==> src/rtl/jamma_pkg.sv <==
// Shared types and constants for the JAMMA player-input scanner.
package jamma_pkg;

    typedef enum logic [1:0] {
        P1_WAIT = 2'd0,
        P1_CAP  = 2'd1,
        P2_WAIT = 2'd2,
        P2_CAP  = 2'd3
    } scan_state_t;

    localparam logic [7:0] JOY_IDLE  = 8'hFF;
    localparam logic [1:0] COIN_IDLE = 2'b11;

    // Clocks per full two-player scan: each player gets a settle window plus one capture clock.
    function automatic int unsigned scan_period(input int unsigned settle_cycles);
        return 2 * (settle_cycles + 1);
    endfunction

endpackage

==> src/rtl/debounce_bit.sv <==
// One debounced input bit: the output follows the input only after DEPTH identical scan samples.
module debounce_bit #(
    parameter int unsigned DEPTH = 3
) (
    input  logic CLK,
    input  logic reset,
    input  logic en,
    input  logic din,
    output logic q,
    output logic q_next_c
);

    logic deb_q, deb_d;
    logic stable_c;

    // The newest sample joins the stored DEPTH-1 older ones to form the full window.
    if (DEPTH == 1) begin : g_single
        assign stable_c = 1'b1;
    end else begin : g_hist
        logic [DEPTH-2:0] hist_q, hist_d;
        logic [DEPTH-1:0] window_c;

        assign window_c = {hist_q, din};
        assign stable_c = (window_c == {DEPTH{din}});

        always_comb begin
            hist_d = hist_q;
            if (en) begin
                hist_d = window_c[DEPTH-2:0];
            end
        end

        always_ff @(posedge CLK) begin
            if (reset) begin
                hist_q <= '1;
            end else begin
                hist_q <= hist_d;
            end
        end
    end

    always_comb begin
        deb_d = deb_q;
        if (en && stable_c) begin
            deb_d = din;
        end
    end

    always_ff @(posedge CLK) begin
        if (reset) begin
            deb_q <= 1'b1;
        end else begin
            deb_q <= deb_d;
        end
    end

    assign q        = deb_q;
    assign q_next_c = deb_d;

endmodule

==> src/rtl/jamma_input_scanner.sv <==
// Scans the shared JAMMA player mux, debounces both players and the coin switches,
// and stretches accepted coin presses into fixed-length pulses.
module jamma_input_scanner
    import jamma_pkg::*;
#(
    parameter int unsigned SETTLE_CYCLES   = 4,
    parameter int unsigned DEBOUNCE_SCANS  = 3,
    parameter int unsigned COIN_HOLD_SCANS = 8
) (
    input  logic       CLK,
    input  logic       reset,
    input  logic [7:0] JJOY,
    input  logic [1:0] JCOIN,
    input  logic [5:0] kbd_joy,
    output logic       JSELECT,
    output logic [7:0] joystick1,
    output logic [7:0] joystick2,
    output logic [1:0] coin,
    output logic       scan_tick
);

    localparam int unsigned SW = $clog2(SETTLE_CYCLES) + 1;
    localparam int unsigned CW = $clog2(COIN_HOLD_SCANS) + 1;
    localparam int unsigned NB = 18;

    scan_state_t   state_q, state_d;
    logic [SW-1:0] cnt_q, cnt_d;
    logic          jselect_q, jselect_d;
    logic [7:0]    raw1_q, raw1_d;
    logic [7:0]    raw2_q, raw2_d;
    logic [1:0]    rawc_q, rawc_d;
    logic          tick_q, tick_d;
    logic [7:0]    joy1_q, joy1_d;
    logic [7:0]    joy2_q, joy2_d;
    logic [1:0]    coin_q, coin_d;
    logic [CW-1:0] coin_cnt_q [2];
    logic [CW-1:0] coin_cnt_d [2];

    logic [NB-1:0] samp_c;
    logic [NB-1:0] deb;
    logic [NB-1:0] deb_next;
    logic [NB-1:0] deb_now_c;
    logic [1:0]    deb_c;
    logic [1:0]    deb_c_next;

    // Scan sequencer: settle, capture player 1, settle, capture player 2.
    always_comb begin : scan_fsm
        state_d = state_q;
        cnt_d   = cnt_q;
        raw1_d  = raw1_q;
        raw2_d  = raw2_q;
        rawc_d  = rawc_q;
        unique case (state_q)
            P1_WAIT: begin
                if (cnt_q == SW'(SETTLE_CYCLES - 1)) begin
                    state_d = P1_CAP;
                    cnt_d   = '0;
                end else begin
                    cnt_d = cnt_q + SW'(1);
                end
            end
            P1_CAP: begin
                raw1_d  = JJOY;
                state_d = P2_WAIT;
            end
            P2_WAIT: begin
                if (cnt_q == SW'(SETTLE_CYCLES - 1)) begin
                    state_d = P2_CAP;
                    cnt_d   = '0;
                end else begin
                    cnt_d = cnt_q + SW'(1);
                end
            end
            P2_CAP: begin
                raw2_d  = JJOY;
                rawc_d  = JCOIN;
                state_d = P1_WAIT;
            end
            default: state_d = P1_WAIT;
        endcase
        jselect_d = (state_d == P2_WAIT) || (state_d == P2_CAP);
        tick_d    = (state_q == P2_CAP);
    end

    assign samp_c = {rawc_q, raw2_q, raw1_q};

    for (genvar i = 0; i < NB; i++) begin : g_deb
        debounce_bit #(
            .DEPTH(DEBOUNCE_SCANS)
        ) u_deb (
            .CLK     (CLK),
            .reset   (reset),
            .en      (tick_q),
            .din     (samp_c[i]),
            .q       (deb[i]),
            .q_next_c(deb_next[i])
        );
    end

    // Off-tick the two are equal; taking the next value on the tick avoids a clock of lag.
    assign deb_now_c  = tick_q ? deb_next : deb;
    assign deb_c      = deb[17:16];
    assign deb_c_next = deb_next[17:16];

    always_comb begin : joy_merge
        joy1_d = deb_now_c[7:0] & {2'b11, kbd_joy};
        joy2_d = deb_now_c[15:8];
    end

    // Each coin: a debounced press while idle starts a COIN_HOLD_SCANS-long low pulse.
    always_comb begin : coin_stretch
        coin_d     = coin_q;
        coin_cnt_d = coin_cnt_q;
        if (tick_q) begin
            for (int i = 0; i < 2; i++) begin
                if (coin_cnt_q[i] != '0) begin
                    coin_cnt_d[i] = coin_cnt_q[i] - CW'(1);
                    if (coin_cnt_q[i] == CW'(1)) begin
                        coin_d[i] = 1'b1;
                    end
                end else if (deb_c[i] && !deb_c_next[i]) begin
                    coin_cnt_d[i] = CW'(COIN_HOLD_SCANS);
                    coin_d[i]     = 1'b0;
                end
            end
        end
    end

    always_ff @(posedge CLK) begin
        if (reset) begin
            state_q    <= P1_WAIT;
            cnt_q      <= '0;
            jselect_q  <= 1'b0;
            raw1_q     <= JOY_IDLE;
            raw2_q     <= JOY_IDLE;
            rawc_q     <= COIN_IDLE;
            tick_q     <= 1'b0;
            joy1_q     <= JOY_IDLE;
            joy2_q     <= JOY_IDLE;
            coin_q     <= COIN_IDLE;
            coin_cnt_q <= '{default: '0};
        end else begin
            state_q    <= state_d;
            cnt_q      <= cnt_d;
            jselect_q  <= jselect_d;
            raw1_q     <= raw1_d;
            raw2_q     <= raw2_d;
            rawc_q     <= rawc_d;
            tick_q     <= tick_d;
            joy1_q     <= joy1_d;
            joy2_q     <= joy2_d;
            coin_q     <= coin_d;
            coin_cnt_q <= coin_cnt_d;
        end
    end

    assign JSELECT   = jselect_q;
    assign joystick1 = joy1_q;
    assign joystick2 = joy2_q;
    assign coin      = coin_q;
    assign scan_tick = tick_q;

endmodule

==> config.mk <==
export PLATFORM = sky130hd
export DESIGN_NAME = jamma_input_scanner
export DESIGN_NICKNAME = d
export VERILOG_FILES = /design/src/rtl/jamma_pkg.sv /design/src/rtl/debounce_bit.sv /design/src/rtl/jamma_input_scanner.sv
export SDC_FILE = /design/constraint.sdc
export NUM_CORES = 1
export LEC_CHECK = 0
export BUFFER_PORTS_ARGS = -buffer_cell sky130_fd_sc_hd__buf_2
export CORE_ASPECT_RATIO = 1.2
export CORE_MARGIN = 5
export CORE_UTILIZATION = 35
export CTS_CLUSTER_DIAMETER = 150
export CTS_CLUSTER_SIZE = 40
export DETAILED_ROUTE_END_ITERATION = 10
export GPL_TIMING_DRIVEN = 0
export SLEW_MARGIN = 20
export SYNTH_ARGS = -nofsm -noshare
export SYNTH_HDL_FRONTEND = slang
export SYNTH_SLANG_ARGS = --single-unit
==> constraint.sdc <==
create_clock -name CLK -period 2.45 [get_ports CLK]
set_input_delay 0.49 -clock CLK [delete_from_list [all_inputs] [get_ports CLK]]
set_output_delay 0.49 -clock CLK [all_outputs]
set_load 0.05 [all_outputs]
== After elaboration in Yosys (flattened, before gate mapping) ==
Index checks and enable logic that the tools add are counted.

* Register bits after elaboration: 105
* Bits of input ports: 18
* Logic and storage cells: 147
* Output and inout bits: 20

* $add $sub $neg: 3
* Bitwise logic cells: 1
* Muxes and demuxes: 33
* Reduce and logical (&&, ||, !) cells: 33
* Eq/ne operators: 28

{| class="wikitable"
|+ Operator list
! kind !! number
|-
| equality test 2 bit || 18
|-
| 2-to-1 mux 1 bit || 24
|-
| logical AND 1 bit || 20
|-
| 2-to-1 mux 16 bit || 1
|-
| 2-to-1 mux 4 bit || 4
|-
| AND 8 bit || 1
|-
| equality test 2 bit (second input constant) || 4
|-
| equality test 4 x 1 -> 1 bit (second input constant) || 2
|-
| one-hot mux 2 bit (4 select lines) || 1
|-
| nonzero test 4 bit || 2
|-
| subtractor 4 x 1 -> 4 bit (second input constant) || 2
|-
| AND reduction 3 bit || 2
|-
| 2-to-1 mux 2 bit || 2
|-
| inequality test 2 x 1 -> 1 bit (second input constant) || 2
|-
| AND reduction 2 bit || 2
|-
| nonzero test 2 bit || 2
|-
| adder 3 x 1 -> 3 bit (second input constant) || 1
|-
| equality test 3 x 2 -> 1 bit (second input constant) || 1
|-
| 2-to-1 mux 3 bit || 1
|-
| equality test 2 x 1 -> 1 bit (second input constant) || 1
|-
| zero test 1 bit || 2
|-
| zero test 2 bit || 1
|-
| OR reduction 2 bit || 1
|-
| logical OR 1 bit || 1
|}

== Logic depth before layout (Yosys ltp) ==
Gate-level depths: netlist of the first run.

* Depth in word-level cells: 7
* Mapped depth: 5
* Gate-level depth less buffers: 5

== Hierarchy ==
A second synthesis of the first run with hierarchy kept.

* Cells, all modules: 443
* Area total of the unflattened synthesis: 4491.8 µm²

{| class="wikitable"
|+ By module, submodules not included
! module !! cells an instance !! times used !! area an instance (µm²) !! seq. area each (µm²)
|-
| debounce_bit || 14 || 18 || 136.4 || 60.1
|-
| jamma_input_scanner || 191 || 1 || 2037.0 || 1001.0
|}

== Worst setup path before layout of the first run ==
OpenSTA, ideal clock, no wires.

* Path kind: flip-flop to flip-flop
* Start: register state_q[1]
* End: register raw1_q[7]
* Cell stages (with the launch flop): 5
* Setup time: 0.120 ns
* Arrival time: 1.511 ns
* Path buffers: 1
* Slack: 0.819 ns
* Required time: 2.330 ns
* Clock period less this slack: 1.631 ns
* Path through: dfxtp_1 > inv_1 > ha_1 > buf_2 > a211o_1

* Cells in the longest elaborated chain, start to end: 1

{| class="wikitable"
|+ Ends and longest elaborated chain
! element !! RTL line !! RTL
|-
| start, declared || jamma_input_scanner.sv:26 || <nowiki>scan_state_t state_q, state_d;</nowiki>
|-
| start signal, assigned || jamma_input_scanner.sv:143 || <nowiki>state_q <= state_d;</nowiki>
|-
| equality test 2 x 1 -> 1 bit || jamma_input_scanner.sv:53 || <nowiki>unique case (state_q)</nowiki>
|-
| end signal, assigned || jamma_input_scanner.sv:146 || <nowiki>raw1_q <= raw1_d;</nowiki>
|-
| end, declared || jamma_input_scanner.sv:29 || <nowiki>logic [7:0] raw1_q, raw1_d;</nowiki>
|}

No other way between the ends.
A chain may end at the register's enable or synchronous reset.

== Worst setup path in the final report of the first run ==
* Start: register tick_q, in the netlist scan_tick
* End: register g_deb[0].u_deb.g_hist.hist_q[0]

{| class="wikitable"
|+ RTL lines
! element !! RTL line !! RTL
|-
| start, declared || jamma_input_scanner.sv:32 || <nowiki>logic tick_q, tick_d;</nowiki>
|-
| start signal, assigned || jamma_input_scanner.sv:149 || <nowiki>tick_q <= tick_d;</nowiki>
|-
| end signal, assigned || debounce_bit.sv:37 || <nowiki>hist_q <= hist_d;</nowiki>
|-
| end, declared || debounce_bit.sv:20 || <nowiki>logic [DEPTH-2:0] hist_q, hist_d;</nowiki>
|}

No word-level cell between the ends.

==> run_results.csv, run 1 <==
group,metric,value,unit
setup_path,worstSetupStartpointType,"register",
synth,postSynthAreaPerCell,10.10,um^2
synth,synth-compound-area-share,21.39,%
floorplanning,start_util,35.69,%
synth,muxShareOfSynthArea,0,%
synth,synth_seq_cells,104,
sta,timing.final.ws_setup,0.9281,ns
detailed_routing,dr.pass1.iters,4,
cts,ctsHoldBuffers,0,
power,vdd_ir_drop_max,0.3533,mV
grt,grt_overflow,0,
synth,synth-warning-count,0,
detailed_routing,avgViaCountPerCell,5.339,
layout,fillers,1066,
grt,grt_pass1_vias,3053,
sta,worstMarginPinSlew,0.6863,ns
status,status,"finished, final reports clean",
floorplanning,die_area,0.01343,mm^2
floorplanning,core,0.01098,mm^2
sta,tns,0,ns
synth,syn_area,0.003920,mm^2
detailed_routing,wire_per_inst,15.73,um
power,pwr-share-seq,48.9,%
power,switching_share,22.52,%
cts,clock_tree.buffer_depth,2,
setup_path,crit_path_end_kind,"register",
power,power.switching,825.7,uW
grt,antenna_found_initial,0,
detailed_routing,antenna_left,0,
cts,clock_latency,0.34,ns
synth,yosys-top-cells-area,"dfxtp_1, a211o_1, nand3_1",
grt,grt_usage,14.23,%
power,power_density,796.3,mW/mm^2
sta,clock_skew,0.005325,ns
floorplanning,io_pins,38,
synth,yosys.area_share.simple,20.59,%
synth,syn_inst,388,
cts,htree_levels,3,
cts,cts_root_buf,"clkbuf_16",
grt,grt_start_max_net_pins,17,
cts,cts_tree,"yes",
cts,post_cts_resized,0,
setup_path,path_max_fanout,10,
synth,yosysTopAreaCellShare,53.11,%
layout,syn2layout_area_growth,17.49,%
power,p_leak,1.650,nW
sta,finalHoldViolCount,0,
grt,grt_pass1_wl,15.03,mm
synth,synth_top_area_cell,"dfxtp_1",
detailed_routing,via_count,3054,
floorplanning,die_height,125.9,um
cts,numCtsBuffers,9,
cts,postCtsSetupRepairBufs,0,
flow_run,maxCapViolCount,0,
sta,relSlewSlack,54.25,%
setup_path,cp.required,2.74,ns
synth,synthAdderAreaFrac,1.596,%
sta,final.period_utilization,62.12,%
place,io_buffer_count,36,
place,hpwlAfterDp,6.294,mm
synth,synth_xor_area_share,0,%
floorplanning,row_count,42,
synth,yosysSeqAreaShare,53.11,%
power,p_int,2.842,mW
layout,fin_cells,572,
sta,finalCriticalPeriod,1.522,ns
setup_path,worstPathArrival,1.81,ns
synth,synthDistinctLibCells,31,
layout,drive_above_1_share,15.68,%
setup_path,path_class,"reg -> reg",
detailed_routing,initialDrtViolationCount,119,
setup_path,path_cells,"buf_4 -> clkbuf_1 -> buf_2 -> a211o_1",
power,power.share.clock,43.6,%
sta,rsz0062_at_grt,"no",
sta,clock.fmax,657.1,MHz
detailed_routing,wl,8.995,mm
power,power_frac_comb,7.5,%
synth,synth_top_family_by_area,"compound AO/OA/AOI/OAI gates",
min_path,hp-class,"in -> reg",
synth,synth_nets,411,
detailed_routing,drc,0,
layout,num-nets-final,458,
place,dp_slack,0.8103,ns
setup_path,max_stage_delay,0.41,ns
floorplanning,die_w,106.6,um
sta,setup_viol,0,
cts,cts.sinks,104,
place,gp_congestion,0.7519,
setup_path,crit_path_top_delay_cell,"clkbuf_1",
cts,cts.reportedPaths.clkPinSlew,0.07,ns
power,fin_total_pwr,3.667,mW
sta,fin_hold_ws,0.3502,ns
sta,maxSlewViolCount,0,
place,placedCellCount,556,
layout,n_antenna_cell,0,
==> area by class of cell <==
cell class	instances	area, um^2	share of cell area [%]
Tap cell	132	165.2	3.586
Clock inverter	4	73.82	1.603
Clock buffer	12	266.5	5.786
Buffer	25	118.9	2.581
Multi-Input combinational cell	256	1708	37.08
Timing Repair Buffer	36	180.2	3.912
Inverter	3	11.26	0.2445
Sequential cell	104	2082	45.21
==> state kept, by name, summed over array words and instances (netlist names) <==
signal                     cells
g_deb.u_deb.g_hist.hist_q     36
g_deb.u_deb.q                 18
coin_cnt_q                     8
joystick1                      8
joystick2                      8
raw1_q                         8
raw2_q                         8
cnt_q                          3
coin                           2
rawc_q                         2
state_q                        2
scan_tick                      1
==> metal layers <==
layer | GRT usage [%] | routed length, um
met1 | 16.34 | 3970
met2 | 25.13 | 4495
met3 | 2.917 | 324
met4 | 6.622 | 204
met5 | 0 | 0
==> cell families after synthesis <==
family / Yosys count
flops: 104
compound gates: 113
simple gates: 138
buf+inv: 28
fa+ha+maj: 5
==> per-stage QoR <==
stage	area, um^2	util (%)
3_3_place_gp	4265	38.84
2_1_floorplan	3920	-
3_5_place_dp	4265	38.84
4_1_cts	4606	41.93
6_report	4606	41.93
5_1_grt	4606	41.93
==> cell usage after synthesis <==
cell type	count
nand4bb_1	1
o21bai_1	6
nor4b_4	1
nor3_1	3
a21oi_1	26
a41oi_1	6
a211o_1	50
nand2b_1	6
or2_2	1
o21ai_1	1
buf_4	3
and3_1	2
o31ai_1	13
nand2_1	17
and2_1	24
nand3_1	37
buf_2	11
o21ai_0	5
nor3b_1	1
o21a_1	6
nor2_1	4
or3_1	2
nor2b_1	29
ha_1	5
inv_2	1
nor4b_1	8
clkbuf_1	9
inv_1	2
buf_1	2
nand3b_1	2
dfxtp_1	104
==> cell usage in the layout, fill, tap and decap left out, types with 6 or more instances in the layout <==
cell type / count
a211o_1: 50
a21oi_1: 26
a41oi_1: 6
and2_1: 24
buf_2: 47
clkbuf_1: 9
clkbuf_16: 9
dfxtp_1: 104
nand2_1: 17
nand2b_1: 6
nand3_1: 37
nor2b_1: 29
nor4b_1: 8
o21a_1: 6
o21bai_1: 6
o31ai_1: 13
==> critical path: cells and delay by family (launching register included) <==
| family | cells | cell delay (ns) |
|---|---|---|
| buffers and inverters | 3 | 0.96 |
| flip-flops | 1 | 0.35 |
| AO/OA/AOI/OAI | 1 | 0.16 |
==> power groups by stage <==
stage	Combinational, mW	Clock (mW)	Sequential, mW
2_1_floorplan	0.173	0	1.85
3_3_place_gp	0.267	0	1.83
3_5_place_dp	0.278	0	1.83
4_1_cts	0.279	1.64	1.79
5_1_grt	0.312	1.70	1.80
6_report	0.275	1.60	1.79
==> final timing paths <==
check,start,endpoint,slack [ns],cells past startpoint
max reg2reg,scan_tick,g_deb[0].u_deb.g_hist.hist_q[0],0.93,4
min reg2reg,cnt_q[2],cnt_q[2],0.45,2
max,scan_tick,g_deb[0].u_deb.g_hist.hist_q[0],0.93,4
min,kbd_joy[1],joystick1[1],0.35,2
Power figures use the tool's default switching activity.
==> run 2, diff against run 1 <==
==> constraint.sdc (replaced) <==
create_clock -name CLK -period 1.5 [get_ports CLK]
set_input_delay 0.3 -clock CLK [delete_from_list [all_inputs] [get_ports CLK]]
set_output_delay 0.3 -clock CLK [all_outputs]
set_load 0.05 [all_outputs]
==> run_results.csv, run 2 (synthesis results as in run 1) <==
group,metric,value,unit
status,status,"finished, final reports clean",
cts,clock_latency,0.34,ns
layout,final_core_util,41.65,%
power,power_density,1243,mW/mm^2
setup_path,crit_path_end_kind,"register",
place,gp_congestion,0.7610,
detailed_routing,wl,9.168,mm
sta,tns,0,ns
setup_path,rr_startpoint,"g_deb[17].u_deb.g_hist.hist_q[1]",
floorplanning,row_count,42,
setup_path,cp-startpoint,"g_deb[17].u_deb.g_hist.hist_q[1]",
sta,maxSlewViolCount,0,
setup_path,path_class,"reg -> reg",
sta,worstMarginPinSlew,0.6693,ns
cts,htree_levels,3,
min_path,hp-class,"in -> reg",
sta,clock_skew,0.005889,ns
layout,n_antenna_cell,0,
min_path,hp-start,"kbd_joy[3]",
setup_path,path_max_fanout,4,
sta,finalHoldViolCount,0,
detailed_routing,dr.pass1.iters,5,
detailed_routing,wire_per_inst,16.06,um
detailed_routing,antenna_left,0,
grt,grt_start_max_net_pins,17,
setup_path,ff2ff_path_depth,3,
layout,drive_above_1_share,16.63,%
detailed_routing,via_count,3043,
setup_path,cp.required,1.73,ns
sta,rsz0062_at_grt,"no",
grt,antenna_found_initial,0,
floorplanning,core,0.01098,mm^2
layout,num-nets-final,458,
floorplanning,start_util,35.69,%
setup_path,path_cells,"nor4b_1 -> nand3_1 -> a211o_1",
sta,setup_viol,0,
layout,final_common_cell,"dfxtp_1",
min_path,min_path_cells,2,
sta,relSlewSlack,55.38,%
grt,grt_pass1_vias,3015,
sta,finalCriticalPeriod,1.405,ns
sta,clock.fmax,711.5,MHz
cts,cts_tree,"yes",
place,hpwlAfterDp,6.380,mm
layout,largest_reg_flops,36,
floorplanning,io_pins,38,
power,fin_total_pwr,5.684,mW
cts,numCtsBuffers,9,
setup_path,worstSetupStartpointType,"register",
setup_path,cp.depth,3,
flow_run,maxCapViolCount,0,
setup_path,path_delay_family,"simple AND/OR/NAND/NOR gates",
detailed_routing,avgViaCountPerCell,5.329,
cts,cts_root_buf,"clkbuf_16",
layout,final_cell_mix,"dfxtp_1, a211o_1, buf_2",
grt,grt_usage,14.19,%
place,io_buffer_count,36,
cts,cts.reportedPaths.clkPinSlew,0.07,ns
power,p_leak,1.625,nW
floorplanning,die_height,125.9,um
detailed_routing,drc,0,
detailed_routing,initialDrtViolationCount,113,
power,vdd_ir_drop_max,0.6005,mV
floorplanning,die_w,106.6,um
grt,grt_overflow,0,
cts,clock_tree.buffer_depth,2,
grt,grt_pass1_wl,15.04,mm
floorplanning,die_area,0.01343,mm^2
layout,syn2layout_area_growth,16.69,%
sta,fin_hold_ws,0.1639,ns
sta,final.period_utilization,93.70,%
setup_path,worstPathArrival,1.63,ns
setup_path,worst-path-buf-inv,0,
setup_path,crit_path_top_delay_cell,"nor4b_1",
cts,cts.sinks,104,
cts,ctsHoldBuffers,0,
setup_path,max_stage_delay,0.52,ns
layout,top_register,"g_deb.u_deb.g_hist.hist_q",
==> run 2: cell count changes in the layout (fill, tap and decap cells not counted), sizes merged <==
cell      delta
clkinvlp     +1
bufinv       -1
clkbuf       -1
==> run 2: layout make-up <==
class,instances,area (um^2)
clock inverters,4,55.05
repair buffers,36,180.2
well taps,132,165.2
plain buffers,25,120.1
clock buffers,11,232.7
fillers,1084,6409
inverters,3,11.26
flip-flops and latches,104,2085
multi-input cells,256,1725
==> run 2: worst paths after layout <==
kind	endpoint	slack, ns
hold reg to reg	cnt_q[2]	0.46
setup / recovery	coin[1]	0.09
hold / removal	joystick1[3]	0.16
setup reg to reg	coin[1]	0.09
==> run 2: timing repair <==
| action | in CTS | in global routing |
|---|---|---|
| setup buffers | 0 | 0 |
| resized for setup | 1 | 4 |
| endpoints found under the setup margin | 6 | 5 |
==> run 2: metrics by stage <==
stage	area (um^2)	cells	setup slack [ns]
after global routing	4574	571	0.001365
final	4574	571	0.09450
after floorplan	3923	388	0.06589
after detailed placement	4268	556	-0.01151
after CTS	4557	571	0.06131
after global placement	4268	556	0.005959
==> run 2: per-layer routing <==
layer	vias up	GRT usage, %	routed length (um)
met3	16	3.429	394
li1	1510	-	-
met1	1454	16.70	4036
met2	63	24.13	4471
met5	-	0	0
met4	0	6.772	267
==> run 2: where the power goes <==
group	switching (mW)	total [mW]	internal, mW
clock network	1.00	2.30	1.30
logic	0.267	0.453	0.186
registers	0.0800	2.94	2.86
total	1.35	5.68	4.34
==> run 3, diff against run 2 <==
--- a/config.mk
+++ b/config.mk
@@ -8,11 +8,12 @@
 export BUFFER_PORTS_ARGS = -buffer_cell sky130_fd_sc_hd__buf_2
 export CORE_ASPECT_RATIO = 1.2
 export CORE_MARGIN = 5
-export CORE_UTILIZATION = 35
+export CORE_UTILIZATION = 62
 export CTS_CLUSTER_DIAMETER = 150
 export CTS_CLUSTER_SIZE = 40
 export DETAILED_ROUTE_END_ITERATION = 10
 export GPL_TIMING_DRIVEN = 0
+export PLACE_DENSITY = 0.83
 export SLEW_MARGIN = 20
 export SYNTH_ARGS = -nofsm -noshare
 export SYNTH_HDL_FRONTEND = slang
==> constraint.sdc (replaced) <==
create_clock -name CLK -period 1.8 [get_ports CLK]
set_input_delay 0.36 -clock CLK [delete_from_list [all_inputs] [get_ports CLK]]
set_output_delay 0.36 -clock CLK [all_outputs]
set_load 0.05 [all_outputs]
==> run_results.csv, run 3 (synthesis results as in run 1) <==
group,metric,value,unit
sta,finalHoldViolCount,0,
cts,post_cts_resized,0,
grt,grt_start_max_net_pins,16,
setup_path,reg2reg_slack,0.23,ns
layout,n_antenna_cell,0,
cts,cts.reportedPaths.clkPinSlew,0.09,ns
sta,rsz0062_at_grt,"no",
place,io_buffer_count,36,
power,vdd_ir_drop_max,0.6871,mV
place,placedCellCount,506,
setup_path,crit_path_top_delay_cell,"clkbuf_1",
cts,htree_levels,3,
status,status,"finished, final reports clean",
power,p_leak,1.562,nW
sta,final.period_utilization,87.34,%
layout,num-nets-final,458,
setup_path,worstSetupStartpointType,"register",
setup_path,worstPathArrival,1.88,ns
setup_path,max_stage_delay,0.42,ns
cts,ctsHoldBuffers,0,
layout,seqCellArea,0.002082,mm^2
grt,grt_usage,23.31,%
layout,fillers,499,
layout,fin_cells,520,
detailed_routing,wl,8.742,mm
cts,cts_root_buf,"clkbuf_8",
sta,clock.fmax,636.1,MHz
power,fin_total_pwr,4.186,mW
detailed_routing,via_count,3104,
min_path,hp-class,"in -> reg",
layout,final_cell_mix,"dfxtp_1, a211o_1, buf_2",
layout,drive_above_1_share,14.84,%
grt,antenna_found_initial,0,
sta,finalCriticalPeriod,1.572,ns
setup_path,crit_path_end_kind,"register",
floorplanning,die_area,0.008019,mm^2
sta,setup_viol,0,
layout,largest_reg_flops,36,
detailed_routing,drc,0,
cts,postCtsSetupRepairBufs,0,
setup_path,path_cells,"buf_4 -> clkbuf_1 -> buf_2 -> a211o_1",
floorplanning,start_util,64.37,%
detailed_routing,antenna_left,0,
detailed_routing,avgViaCountPerCell,5.969,
layout,final_common_cell,"dfxtp_1",
cts,cts.sinks,104,
detailed_routing,initialDrtViolationCount,207,
setup_path,path_class,"reg -> reg",
layout,multiInputGateArea,0.001708,mm^2
floorplanning,row_count,31,
setup_path,path_max_fanout,10,
grt,grt_pass1_vias,3109,
setup_path,cp.required,2.11,ns
cts,numCtsBuffers,9,
flow_run,maxCapViolCount,0,
place,hpwlAfterDp,5.974,mm
sta,tns,0,ns
detailed_routing,dr.pass1.iters,4,
sta,worstMarginPinSlew,0.6456,ns
cts,clock_tree.buffer_depth,2,
cts,cts_tree,"yes",
layout,top_register,"g_deb.u_deb.g_hist.hist_q",
sta,clock_skew,0.007920,ns
cts,clock_latency,0.36,ns
floorplanning,io_pins,38,
place,gp_congestion,0.8000,
power,power_density,955.9,mW/mm^2
grt,grt_overflow,0,
grt,grt_pass1_wl,14.61,mm
layout,syn2layout_area_growth,11.71,%
sta,maxSlewViolCount,0,
sta,relSlewSlack,56.96,%
floorplanning,die_w,82.59,um
detailed_routing,wire_per_inst,16.81,um
floorplanning,die_height,97.11,um
floorplanning,core,0.006090,mm^2
==> run 3: cell count changes in the layout (fill, tap and decap cells not counted), moves of 2 or more <==
| cell | delta |
|---|---|
| dfxtp_2 | -2 |
| clkbuf_16 | -9 |
| clkbuf_8 | +9 |
| o31ai_2 | -3 |
| dfxtp_1 | +2 |
| o31ai_1 | +3 |
==> run 3: worst paths after layout <==
kind                    from                                to  cells past startpoint
hold reg to reg     cnt_q[2]                          cnt_q[2]                      2
setup / recovery   scan_tick  g_deb[14].u_deb.g_hist.hist_q[0]                      4
setup reg to reg   scan_tick  g_deb[14].u_deb.g_hist.hist_q[0]                      4
hold / removal    kbd_joy[4]                      joystick1[4]                      2
==> run 3: report_power, final <==
part	leakage, nW	switching, mW	total (mW)	internal [mW]
combinational	0.637	0.220	0.373	0.153
sequential	0.844	0.0671	2.44	2.38
clock	0.0815	0.739	1.37	0.629
==> run 3: layout make-up <==
| class | instances | area share (%) |
|---|---|---|
| timing repair buffer | 36 | 4.114 |
| clock inverter | 3 | 1.029 |
| clock buffer | 11 | 3.000 |
| inverter | 3 | 0.2571 |
| tap | 82 | 2.343 |
| sequential | 104 | 47.54 |
| buffer | 25 | 2.714 |
| multi-input combinational | 256 | 39.00 |
==> run 3: stage by stage <==
step	cell area, um^2	hold slack, ns	util [%]	setup slack (ns)
2_1_floorplan	3920	0.4263	-	0.1690
3_3_place_gp	4203	0.4370	69.02	0.2630
3_5_place_dp	4203	0.4421	69.02	0.2679
4_1_cts	4379	0.2012	71.91	0.2240
5_1_grt	4379	0.1993	71.91	0.1443
6_report	4379	0.1997	71.91	0.2278
==> run 3: critical path, delay by kind of cell (launching register included) <==
| family | cells | cell delay (ns) |
|---|---|---|
| flops | 1 | 0.37 |
| compound gates | 1 | 0.17 |
| buf+inv | 3 | 0.98 |
==> run 3: per-layer routing <==
layer	vias to the layer above	wire length [um]	global-route usage [%]
met4	0	164	10.82
li1	1502	-	-
met5	-	0	0
met2	87	4300	36.79
met1	1501	3797	30.50
met3	14	479	3.989
